<file path="config.mk">
export PLATFORM = sky130hd
export DESIGN_NAME = shiftleft_seq
export DESIGN_NICKNAME = d
export VERILOG_FILES = /design/src/rtl/shiftleft_seq.sv
export SDC_FILE = /design/constraint.sdc
export NUM_CORES = 1
export LEC_CHECK = 0
export CAP_MARGIN = 40
export CELL_PAD_IN_SITES_DETAIL_PLACEMENT = 2
export CELL_PAD_IN_SITES_GLOBAL_PLACEMENT = 2
export CORE_ASPECT_RATIO = 0.6
export CORE_MARGIN = 5
export CORE_UTILIZATION = 30
export CTS_CLUSTER_DIAMETER = 200
export DETAILED_ROUTE_END_ITERATION = 7
export PLACE_DENSITY_LB_ADDON = 0.1
export RECOVER_POWER = 100
export SLEW_MARGIN = 5
export SYNTH_ARGS = -nofsm -noshare
export SYNTH_HDL_FRONTEND = slang
export SYNTH_SLANG_ARGS = --single-unit
</file>
<file path="constraint.sdc">
create_clock -name clock -period 2.6 [get_ports clock]
set_clock_uncertainty 0.15 [all_clocks]
set_input_delay 0.52 -clock clock [delete_from_list [all_inputs] [get_ports clock]]
set_output_delay 0.52 -clock clock [all_outputs]
set_load 0.005 [all_outputs]
</file>
<file path="src/rtl/shiftleft_seq.sv">
`default_nettype none
// ============================================================================
// Module      : shiftleft_seq
// Description : Iterative 32-bit logical left shifter. An operand and a 5-bit
//               shift amount are accepted on a start handshake. The shift is
//               resolved one power-of-two stage per cycle (16, 8, 4, 2, 1),
//               and a registered result is then presented with a one-cycle
//               ready pulse. Latency is a fixed 5 cycles from the accepting
//               edge, whatever the shift amount.
// Revision    : 1.0 - initial release
// ----------------------------------------------------------------------------
// Configuration macro:
//   SHIFTLEFT_OVERFLOW_EN - when defined, data_exception flags any 1 bit
//                           that was shifted out. When undefined,
//                           data_exception is tied to 0 and the port remains.
// ----------------------------------------------------------------------------
// Ports:
//   clock          in   1      rising-edge clock
//   reset          in   1      asynchronous active-high reset
//   ctrl_start     in   1      request a shift (ignored while busy)
//   data_operand   in   WIDTH  value to shift
//   ctrl_shiftamt  in   5      shift amount 0..31
//   result         out  WIDTH  last completed result, held until next one
//   data_resultRDY out  1      one-cycle pulse marking result valid
//   data_exception out  1      shifted-out-one flag, valid with ready
//   busy           out  1      high while a shift is in progress
// ============================================================================
module shiftleft_seq #(
    parameter int WIDTH = 32
) (
    input  logic             clock,
    input  logic             reset,
    input  logic             ctrl_start,
    input  logic [WIDTH-1:0] data_operand,
    input  logic [4:0]       ctrl_shiftamt,
    output logic [WIDTH-1:0] result,
    output logic             data_resultRDY,
    output logic             data_exception,
    output logic             busy
);

    typedef enum logic [1:0] {
        S_IDLE  = 2'd0,
        S_SHIFT = 2'd1,
        S_DONE  = 2'd2
    } state_t;

    state_t             state_q,  state_d;
    logic [WIDTH-1:0]   work_q,   work_d;
    logic [4:0]         amt_q,    amt_d;
    logic [2:0]         stg_q,    stg_d;
    logic [WIDTH-1:0]   result_q, result_d;
    logic               rdy_q,    rdy_d;
    logic               busy_q,   busy_d;
`ifdef SHIFTLEFT_OVERFLOW_EN
    logic               ovf_q,    ovf_d;
    logic               exc_q,    exc_d;
`endif

    // Stage distance is 2^stg (16, 8, 4, 2, 1).
    logic [4:0]         w_dist;
    logic               w_stage_en;
    logic [WIDTH-1:0]   w_shifted;

    assign w_dist     = 5'd1 << stg_q;
    // Bit stg of the latched amount selects whether this stage shifts.
    assign w_stage_en = |(amt_q & w_dist);
    assign w_shifted  = work_q << w_dist;

`ifdef SHIFTLEFT_OVERFLOW_EN
    // The top 2^stg bits of work are the ones pushed out by this stage.
    logic [WIDTH-1:0]   w_topmask;
    assign w_topmask  = ~({WIDTH{1'b1}} >> w_dist);
`endif

    // ------------------------------------------------------------------
    // Next-state and output-register logic
    // ------------------------------------------------------------------
    always_comb begin
        state_d  = state_q;
        work_d   = work_q;
        amt_d    = amt_q;
        stg_d    = stg_q;
        result_d = result_q;
        rdy_d    = 1'b0;
        busy_d   = 1'b0;
`ifdef SHIFTLEFT_OVERFLOW_EN
        ovf_d    = ovf_q;
        exc_d    = exc_q;
`endif

        case (state_q)
            S_IDLE, S_DONE: begin
                if (ctrl_start) begin
                    work_d  = data_operand;
                    amt_d   = ctrl_shiftamt;
                    stg_d   = 3'd4;
`ifdef SHIFTLEFT_OVERFLOW_EN
                    ovf_d   = 1'b0;
`endif
                    state_d = S_SHIFT;
                    busy_d  = 1'b1;
                end else begin
                    state_d = S_IDLE;
                end
            end

            S_SHIFT: begin
                if (w_stage_en) begin
                    work_d = w_shifted;
`ifdef SHIFTLEFT_OVERFLOW_EN
                    ovf_d  = ovf_q | (|(work_q & w_topmask));
`endif
                end
                if (stg_q == 3'd0) begin
                    // Last stage: publish the post-shift value directly.
                    result_d = work_d;
`ifdef SHIFTLEFT_OVERFLOW_EN
                    exc_d    = ovf_d;
`endif
                    rdy_d    = 1'b1;
                    state_d  = S_DONE;
                end else begin
                    stg_d    = stg_q - 3'd1;
                    busy_d   = 1'b1;
                end
            end

            default: begin
                state_d = S_IDLE;
            end
        endcase
    end

    // ------------------------------------------------------------------
    // State and datapath registers
    // ------------------------------------------------------------------
    always_ff @(posedge clock or posedge reset) begin
        if (reset) begin
            state_q  <= S_IDLE;
            work_q   <= '0;
            amt_q    <= '0;
            stg_q    <= '0;
            result_q <= '0;
            rdy_q    <= 1'b0;
            busy_q   <= 1'b0;
        end else begin
            state_q  <= state_d;
            work_q   <= work_d;
            amt_q    <= amt_d;
            stg_q    <= stg_d;
            result_q <= result_d;
            rdy_q    <= rdy_d;
            busy_q   <= busy_d;
        end
    end

`ifdef SHIFTLEFT_OVERFLOW_EN
    always_ff @(posedge clock or posedge reset) begin
        if (reset) begin
            ovf_q <= 1'b0;
            exc_q <= 1'b0;
        end else begin
            ovf_q <= ovf_d;
            exc_q <= exc_d;
        end
    end

    assign data_exception = exc_q;
`else
    assign data_exception = 1'b0;
`endif

    assign result         = result_q;
    assign data_resultRDY = rdy_q;
    assign busy           = busy_q;

endmodule
`default_nettype wire

</file>
==> impl_metrics.xml, run 1 <==
<?xml version="1.0" encoding="UTF-8"?>
<metrics>
  <group name="run_status">
    <metric name="status" unit="">complete, but fails checks</metric>
    <metric name="violations" unit="">setup timing</metric>
  </group>
  <group name="place">
    <metric name="half_perimeter_wire_length_of_the_detailed_placement_result" unit="um">24200</metric>
    <metric name="placement.cell_area" unit="sq um">7600</metric>
    <metric name="placement.setup.worst_slack" unit="ns">-0.400</metric>
    <metric name="place.gp.congestion" unit="">0.989</metric>
    <metric name="port_buffer_count" unit="">73</metric>
  </group>
  <group name="worst_setup_path">
    <metric name="critPathArrivalTime" unit="ns">2.88</metric>
    <metric name="startpoint_type_of_the_worst_setup_path" unit="">flop</metric>
    <metric name="crit_fanout" unit="">4</metric>
    <metric name="r2r_slack" unit="ns">-0.20</metric>
    <metric name="reg2regPathDepth" unit="">8</metric>
    <metric name="path_delay_family" unit="">multiplexers</metric>
    <metric name="reg2reg_to" unit="">work_q[25]</metric>
    <metric name="worstPathRequired" unit="ns">2.68</metric>
    <metric name="worst_path_max_delay_cell" unit="">sky130_fd_sc_hd__mux4_2</metric>
    <metric name="critical_path_class" unit="">reg -&gt; reg</metric>
    <metric name="critical_path.most_common_cell" unit="">sky130_fd_sc_hd__a221o_1</metric>
    <metric name="cp_num_buf_inv" unit="">1</metric>
    <metric name="critical_path.cell_chain" unit="">inv_2 -&gt; ha_4 -&gt; nor2b_4 -&gt; mux4_2 -&gt; mux2i_4 -&gt; o221ai_2 -&gt; a221o_1 -&gt; a221o_1</metric>
    <metric name="end_kind" unit="">flop</metric>
    <metric name="max_stage_delay" unit="ns">0.58</metric>
    <metric name="r2r_start" unit="">stg_q[1]</metric>
  </group>
  <group name="sta">
    <metric name="grt_setup_unrepaired" unit="">yes</metric>
    <metric name="max_freq" unit="MHz">358</metric>
    <metric name="min_period_over_period" unit="">1.08</metric>
    <metric name="timing.final.max_slew_violations" unit="">0</metric>
    <metric name="worst_slew_pin_slew" unit="ns">0.797</metric>
    <metric name="finalSetupViolCount" unit="">36</metric>
    <metric name="slew_headroom" unit="">0.468</metric>
    <metric name="post-route-worst-setup-slack" unit="ns">-0.195</metric>
    <metric name="final_hold_viol_count" unit="">0</metric>
    <metric name="period_minus_slack" unit="ns">2.80</metric>
  </group>
  <group name="synthesis">
    <metric name="post_synth_main_area_contributors" unit="">sky130_fd_sc_hd__dfrtp_1 35%, sky130_fd_sc_hd__nand2_1 5.8%, sky130_fd_sc_hd__mux2i_1 5.5%</metric>
    <metric name="ys.flop_type" unit="">sky130_fd_sc_hd__dfrtp_1</metric>
    <metric name="mappedNetlistArea" unit="sq um">5460</metric>
    <metric name="ys_warn_count" unit="">0</metric>
    <metric name="ys_types" unit="">64</metric>
    <metric name="synth-async-reset-ratio" unit="">1.00</metric>
    <metric name="postSynthRegisterBits" unit="">76</metric>
    <metric name="synthesized_netlist_net_count" unit="">686</metric>
    <metric name="number_of_instances_in_the_synthesized_netlist" unit="">641</metric>
    <metric name="synthesis.area_per_instance" unit="sq um">8.52</metric>
    <metric name="synth-seq-area-share" unit="">0.348</metric>
    <metric name="yosysTopAreaCell" unit="">sky130_fd_sc_hd__dfrtp_1</metric>
    <metric name="synth.top_cell.area_share" unit="">0.348</metric>
    <metric name="synth-edff-count" unit="">0</metric>
  </group>
  <group name="power">
    <metric name="worst_ir_drop_vdd" unit="mV">0.519</metric>
    <metric name="power.density" unit="nW/um^2">1710</metric>
    <metric name="leakage_power" unit="nW">3.76</metric>
  </group>
  <group name="hold_path">
    <metric name="holdCritStartpoint" unit="">result[30]</metric>
    <metric name="hold_depth" unit="">2</metric>
    <metric name="worstHoldEndpoint" unit="">result[30]</metric>
    <metric name="min_path_type" unit="">reg -&gt; reg</metric>
  </group>
  <group name="cells_and_area">
    <metric name="fillerInstances" unit="">1848</metric>
    <metric name="final_cell_mix" unit="">147 x sky130_fd_sc_hd__buf_4, 80 x sky130_fd_sc_hd__nand2_1, 75 x sky130_fd_sc_hd__dfrtp_1</metric>
    <metric name="nets" unit="">900</metric>
    <metric name="layout-drive-gt1-share" unit="">0.414</metric>
    <metric name="post_route_cell_area" unit="sq um">9050</metric>
    <metric name="most_common_library_cell_in_the_layout_ignoring_fill_and_taps" unit="">sky130_fd_sc_hd__buf_4</metric>
    <metric name="antenna-diode-count" unit="">0</metric>
    <metric name="layout-area-overhead-vs-synth" unit="%">65.8</metric>
  </group>
  <group name="global_routing">
    <metric name="grt_start_max_net_pins" unit="">53</metric>
    <metric name="grt_use_total" unit="">0.301</metric>
    <metric name="wire_length_of_the_first_global_routing_pass" unit="um">47300</metric>
    <metric name="initial_antenna_violation_count" unit="">0</metric>
    <metric name="globalRouteOverflowTotal" unit="">0</metric>
    <metric name="grt_pass1_vias" unit="">7229</metric>
  </group>
  <group name="floorplan">
    <metric name="die_y" unit="um">115</metric>
    <metric name="die_x" unit="um">184</metric>
    <metric name="std_cell_rows" unit="">38</metric>
    <metric name="start_util" unit="">0.304</metric>
    <metric name="core_region" unit="sq um">18000</metric>
    <metric name="die_area" unit="sq um">21100</metric>
    <metric name="design.portCount" unit="">75</metric>
  </group>
  <group name="clocking">
    <metric name="cts-buffers-inserted" unit="">9</metric>
    <metric name="cts_root_buffer" unit="">sky130_fd_sc_hd__clkbuf_16</metric>
    <metric name="htreeDepth" unit="">3</metric>
    <metric name="clock_latency" unit="ns">0.36</metric>
    <metric name="max-clock-path-buffers" unit="">2</metric>
    <metric name="clock_sink_count" unit="">76</metric>
    <metric name="clkSlewWorstSetupHoldPaths" unit="ns">0.07</metric>
    <metric name="hold_buffer_count_at_cts" unit="">0</metric>
    <metric name="clock_tree_from_tritoncts" unit="">yes</metric>
  </group>
  <group name="drt">
    <metric name="route.detailed.wl_per_inst" unit="um">31.4</metric>
    <metric name="postRouteWirelength" unit="um">34600</metric>
    <metric name="firstDrtPassIters" unit="">7</metric>
    <metric name="postRouteAntennaNets" unit="">0</metric>
    <metric name="avgViaCountPerCell" unit="">6.36</metric>
    <metric name="via_count" unit="">7001</metric>
    <metric name="drc" unit="">0</metric>
    <metric name="drt-initial-drc-count" unit="">676</metric>
  </group>
  <group name="flow_run">
    <metric name="maxCapViolCount" unit="">0</metric>
  </group>
</metrics>
==> sequential cells by signal, indices dropped and copies added, names as in the netlist <==
name	cells
amt_q	5
busy	1
data_resultRDY	1
result	32
state_q	2
stg_q	3
work_q	32
==> where the power goes <==
| group | total, mW | switching [mW] | internal, mW | leakage, nW |
|---|---|---|---|---|
| clock network | 1.28 | 0.616 | 0.664 | 0.135 |
| registers | 2.72 | 0.969 | 1.76 | 0.929 |
| logic | 11.5 | 6.09 | 5.38 | 2.70 |
| total | 15.5 | 7.67 | 7.80 | 3.76 |
==> layout make-up <==
class,instances,area (sq um),share of cell area
sequential,76,1900,0.210
clock buffer,9,225,0.0249
timing repair buffer,266,2520,0.279
tap,240,300,0.0332
inverter,17,67.6,0.00746
clock inverter,7,57.6,0.00636
multi-input combinational,485,3980,0.439
==> synthesized netlist by cell type (5+ instances only) <==
cell type / instances
sky130_fd_sc_hd__inv_1: 16
sky130_fd_sc_hd__nor3_1: 7
sky130_fd_sc_hd__and3_1: 10
sky130_fd_sc_hd__a32oi_1: 5
sky130_fd_sc_hd__mux2i_1: 30
sky130_fd_sc_hd__nand2_1: 85
sky130_fd_sc_hd__a211oi_1: 7
sky130_fd_sc_hd__o22ai_1: 16
sky130_fd_sc_hd__ha_1: 5
sky130_fd_sc_hd__a21oi_1: 30
sky130_fd_sc_hd__nor2_1: 47
sky130_fd_sc_hd__nor2b_1: 9
sky130_fd_sc_hd__mux4_2: 13
sky130_fd_sc_hd__clkbuf_1: 34
sky130_fd_sc_hd__a221oi_1: 14
sky130_fd_sc_hd__buf_2: 17
sky130_fd_sc_hd__mux2_2: 6
sky130_fd_sc_hd__nand2b_1: 10
sky130_fd_sc_hd__buf_1: 9
sky130_fd_sc_hd__a31oi_1: 8
sky130_fd_sc_hd__a22oi_1: 32
sky130_fd_sc_hd__dfrtp_1: 76
sky130_fd_sc_hd__o211ai_1: 7
sky130_fd_sc_hd__nand3_1: 17
sky130_fd_sc_hd__nor3b_1: 5
sky130_fd_sc_hd__o221ai_1: 5
sky130_fd_sc_hd__o21ai_0: 55
==> through the flow <==
stage                     hold WS (ns)  utilization  total power, mW  setup TNS [ns]  instances
final                            0.333        0.504             15.5           -2.85       1100
after floorplan                  0.296            -             6.21               0        641
after CTS                        0.342        0.462             13.4          -0.379       1080
after global placement           0.312        0.423             11.0           -4.51       1057
after global routing             0.366        0.504             16.0           -5.84       1100
after detailed placement         0.327        0.423             11.3           -9.45       1057
==> worst max path at each step <==
stage	startpoint	slack, ns	endpoint	depth (start not counted)
CTS	stg_q[0]	-0.07	work_q[15]	8
detailed placement	stg_q[1]	-0.40	result[23]	11
finish	stg_q[1]	-0.20	work_q[25]	8
floorplan	stg_q[1]	0.01	work_q[25]	9
global placement	stg_q[1]	-0.32	work_q[23]	11
global route	stg_q[1]	-0.26	work_q[25]	8
==> kinds of logic after synthesis <==
group	after synthesis	share of synthesized area
AO/OA/AOI/OAI	226	0.285
adder cells (fa/ha/maj)	5	0.0115
buffers and inverters	80	0.0616
flip-flops	76	0.348
multiplexers	49	0.121
other	1	0.000687
AND/OR/NAND/NOR	204	0.172
==> worst register-to-register path, stage by stage (launching register included) <==
cell,delay (ns)
sky130_fd_sc_hd__dfrtp_1,0.41
sky130_fd_sc_hd__inv_2,0.10
sky130_fd_sc_hd__ha_4,0.15
sky130_fd_sc_hd__nor2b_4,0.23
sky130_fd_sc_hd__mux4_2,0.58
sky130_fd_sc_hd__mux2i_4,0.25
sky130_fd_sc_hd__o221ai_2,0.12
sky130_fd_sc_hd__a221o_1,0.34
sky130_fd_sc_hd__a221o_1,0.34
==> layer usage <==
metal,track usage,up-vias,wire [um]
met4,0.0748,0,778
met5,0,-,0
met2,0.468,428,15600
li1,-,2851,-
met3,0.0584,68,3370
met1,0.431,3654,14900
==> what timing repair did <==
item / 4_1_cts / 5_1_grt
gates resized for setup: 81 / 137
gates cloned: 0 / 5
pin swaps: 18 / 51
endpoints found under the setup margin: 63 / 56
setup buffers: 9 / 17
Power figures use the tool's default switching activity.
==> inputs of run 2 (changes only) <==
--- a/config.mk
+++ b/config.mk
@@ -14,7 +14,7 @@
 export CTS_CLUSTER_DIAMETER = 200
 export DETAILED_ROUTE_END_ITERATION = 7
 export PLACE_DENSITY_LB_ADDON = 0.1
-export RECOVER_POWER = 100
+export SKIP_LAST_GASP = 1
 export SLEW_MARGIN = 5
 export SYNTH_ARGS = -nofsm -noshare
 export SYNTH_HDL_FRONTEND = slang
==> run 2 against run 1 <==
Net effect: the run still ends with setup timing left; die area stayed put; routed wire length is 5.7% higher; maximum frequency is 3.5% lower; critical endpoint is now work_q[31]; largest power group unchanged.
==> impl_metrics.xml, run 2 (same netlist as run 1, synthesis figures left out) <==
<?xml version="1.0" encoding="UTF-8"?>
<metrics>
  <group name="sta">
    <metric name="period_minus_slack" unit="ns">2.90</metric>
    <metric name="timing.final.max_slew_violations" unit="">0</metric>
    <metric name="grt_setup_unrepaired" unit="">yes</metric>
    <metric name="final_hold_viol_count" unit="">0</metric>
    <metric name="post-route-worst-setup-slack" unit="ns">-0.296</metric>
    <metric name="whs" unit="ns">0.335</metric>
    <metric name="slew_headroom" unit="">0.609</metric>
    <metric name="max_freq" unit="MHz">345</metric>
    <metric name="finalSetupViolCount" unit="">56</metric>
    <metric name="worst_slew_pin_slew" unit="ns">0.585</metric>
    <metric name="min_period_over_period" unit="">1.11</metric>
    <metric name="fin_tns_setup" unit="ns">-7.17</metric>
  </group>
  <group name="power">
    <metric name="internal_power" unit="mW">7.89</metric>
    <metric name="power.density" unit="nW/um^2">1740</metric>
    <metric name="worst_ir_drop_vdd" unit="mV">0.494</metric>
    <metric name="comb_power_share" unit="">0.742</metric>
    <metric name="leakage_power" unit="nW">3.79</metric>
    <metric name="net-switching-power" unit="mW">7.85</metric>
    <metric name="clock_power_share" unit="">0.084</metric>
    <metric name="seq_power_share" unit="">0.175</metric>
    <metric name="power_switching_share" unit="">0.499</metric>
  </group>
  <group name="hold_path">
    <metric name="worstHoldEndpoint" unit="">result[30]</metric>
    <metric name="min_path_type" unit="">reg -&gt; reg</metric>
    <metric name="hold_depth" unit="">2</metric>
    <metric name="holdCritStartpoint" unit="">result[30]</metric>
  </group>
  <group name="worst_setup_path">
    <metric name="max_stage_delay" unit="ns">0.41</metric>
    <metric name="critPathArrivalTime" unit="ns">3.01</metric>
    <metric name="critical_path.cell_chain" unit="">inv_2 -&gt; buf_6 -&gt; ha_4 -&gt; buf_6 -&gt; buf_12 -&gt; buf_12 -&gt; mux2i_4 -&gt; a22oi_2 -&gt; o2111ai_2 -&gt; buf_4 -&gt; o211ai_1 -&gt; buf_4 -&gt; nand2_1 -&gt; o211ai_1</metric>
    <metric name="worst_path_max_delay_cell" unit="">sky130_fd_sc_hd__dfrtp_1</metric>
    <metric name="r2r_slack" unit="ns">-0.30</metric>
    <metric name="critical_path_class" unit="">reg -&gt; reg</metric>
    <metric name="crit_fanout" unit="">7</metric>
    <metric name="reg2reg_to" unit="">work_q[31]</metric>
    <metric name="end_kind" unit="">flop</metric>
    <metric name="worstPathRequired" unit="ns">2.72</metric>
    <metric name="reg2regPathDepth" unit="">14</metric>
    <metric name="startpoint_type_of_the_worst_setup_path" unit="">flop</metric>
    <metric name="r2r_start" unit="">stg_q[1]</metric>
  </group>
  <group name="global_routing">
    <metric name="globalRouteOverflowTotal" unit="">0</metric>
    <metric name="grt_pass1_vias" unit="">7229</metric>
    <metric name="wire_length_of_the_first_global_routing_pass" unit="um">47400</metric>
    <metric name="grt_start_max_net_pins" unit="">53</metric>
    <metric name="initial_antenna_violation_count" unit="">1</metric>
    <metric name="grt_use_total" unit="">0.301</metric>
  </group>
  <group name="clocking">
    <metric name="cts_root_buffer" unit="">sky130_fd_sc_hd__clkbuf_16</metric>
    <metric name="hold_buffer_count_at_cts" unit="">0</metric>
    <metric name="max-clock-path-buffers" unit="">2</metric>
    <metric name="clock_latency" unit="ns">0.37</metric>
    <metric name="clock_sink_count" unit="">76</metric>
    <metric name="htreeDepth" unit="">3</metric>
    <metric name="clock_tree_from_tritoncts" unit="">yes</metric>
    <metric name="cts-buffers-inserted" unit="">9</metric>
    <metric name="clkSlewWorstSetupHoldPaths" unit="ns">0.08</metric>
  </group>
  <group name="floorplan">
    <metric name="die_x" unit="um">184</metric>
    <metric name="std_cell_rows" unit="">38</metric>
    <metric name="design.portCount" unit="">75</metric>
    <metric name="core_region" unit="sq um">18000</metric>
    <metric name="die_area" unit="sq um">21100</metric>
    <metric name="die_y" unit="um">115</metric>
    <metric name="start_util" unit="">0.304</metric>
  </group>
  <group name="cells_and_area">
    <metric name="fillerInstances" unit="">1872</metric>
    <metric name="nets" unit="">912</metric>
    <metric name="final_cell_mix" unit="">168 x sky130_fd_sc_hd__buf_4, 79 x sky130_fd_sc_hd__nand2_1, 75 x sky130_fd_sc_hd__dfrtp_1</metric>
    <metric name="layout-area-overhead-vs-synth" unit="%">66.1</metric>
    <metric name="layout-drive-gt1-share" unit="">0.413</metric>
    <metric name="most_common_library_cell_in_the_layout_ignoring_fill_and_taps" unit="">sky130_fd_sc_hd__buf_4</metric>
    <metric name="utilization" unit="">0.505</metric>
    <metric name="antenna-diode-count" unit="">0</metric>
    <metric name="finish.cell_count_without_fillers" unit="">1112</metric>
  </group>
  <group name="run_status">
    <metric name="violations" unit="">setup timing</metric>
    <metric name="status" unit="">complete, but fails checks</metric>
  </group>
  <group name="drt">
    <metric name="drt-initial-drc-count" unit="">669</metric>
    <metric name="postRouteAntennaNets" unit="">0</metric>
    <metric name="via_count" unit="">7022</metric>
    <metric name="drc" unit="">0</metric>
    <metric name="avgViaCountPerCell" unit="">6.31</metric>
    <metric name="route.detailed.wl_per_inst" unit="um">32.9</metric>
    <metric name="firstDrtPassIters" unit="">5</metric>
    <metric name="postRouteWirelength" unit="um">36600</metric>
  </group>
  <group name="flow_run">
    <metric name="maxCapViolCount" unit="">0</metric>
  </group>
  <group name="place">
    <metric name="port_buffer_count" unit="">73</metric>
    <metric name="dp_cells" unit="">1057</metric>
    <metric name="half_perimeter_wire_length_of_the_detailed_placement_result" unit="um">24200</metric>
    <metric name="place.gp.congestion" unit="">0.989</metric>
  </group>
</metrics>
## run 2: cell types whose count changed in the layout (fill, tap and decap cells not counted), moves of 3 or more
cell	delta
sky130_fd_sc_hd__a21oi_2	-3
sky130_fd_sc_hd__a221oi_1	+3
sky130_fd_sc_hd__a221oi_2	-4
sky130_fd_sc_hd__a22oi_1	-7
sky130_fd_sc_hd__a22oi_2	+7
sky130_fd_sc_hd__buf_4	+21
sky130_fd_sc_hd__buf_6	-7
sky130_fd_sc_hd__o21ai_0	+7
sky130_fd_sc_hd__o21ai_2	-6
## run 2: area by class of cell
class | count | area [sq um] | area share
clock inverter | 7 | 57.6 | 0.00635
clock buffer | 9 | 225 | 0.0248
sequential | 76 | 1900 | 0.210
timing repair buffer | 278 | 2600 | 0.287
inverter | 17 | 70.1 | 0.00773
tap | 240 | 300 | 0.0331
multi-input combinational | 485 | 3910 | 0.431
## run 2: critical path, delay by kind of cell, from the launching register on
family                     cells  cell delay, ns
buffers and inverters          7            0.99
AOI/OAI and AO/OA              4            0.80
DFF                            1            0.41
muxes                          1            0.19
adders and majority gates      1            0.18
and+or+nand+nor                1            0.06
## run 2: how the worst max path moves through the flow
| stage | startpoint | depth (start not counted) | endpoint | slack [ns] |
|---|---|---|---|---|
| final | stg_q[1] | 14 | work_q[31] | -0.30 |
| after global routing | stg_q[1] | 14 | result[22] | -0.37 |
| after CTS | stg_q[0] | 8 | work_q[15] | -0.07 |
| after detailed placement | stg_q[1] | 11 | result[23] | -0.40 |
| after global placement | stg_q[1] | 11 | work_q[23] | -0.32 |
| after floorplan | stg_q[1] | 9 | work_q[25] | 0.01 |
## run 2: metrics by stage
step	worst slack [ns]	total power, mW	instance area [sq um]
finish	-0.296	15.7	9070
global route	-0.368	16.2	9070
CTS	-0.0662	13.4	8300
detailed placement	-0.400	11.3	7600
global placement	-0.318	11.0	7600
floorplan	0.0138	6.21	5470
## run 2: power by group through the flow
| stage | registers [mW] | logic (mW) | clock network (mW) |
|---|---|---|---|
| after floorplan | 2.18 | 4.03 | 0 |
| after global placement | 2.53 | 8.44 | 0 |
| after detailed placement | 2.58 | 8.71 | 0 |
| after CTS | 2.59 | 9.50 | 1.29 |
| after global routing | 2.76 | 12.1 | 1.37 |
| final | 2.75 | 11.7 | 1.31 |
## run 2: timing repair
action                                  4_1_cts  5_1_grt
cloned                                        0        8
setup buffers                                 9       27
endpoints found under the setup margin       63       56
resized for setup                            78      107
hold endpoints to repair                      0        0
pin swaps                                    18       36
## run 2: metal layers
layer  share of wire  vias up  GRT usage
met5               0        -          0
met3           0.094       89     0.0717
met2            0.45      414      0.471
met4           0.024        0     0.0719
met1            0.43     3651      0.424
li1                -     2868          -
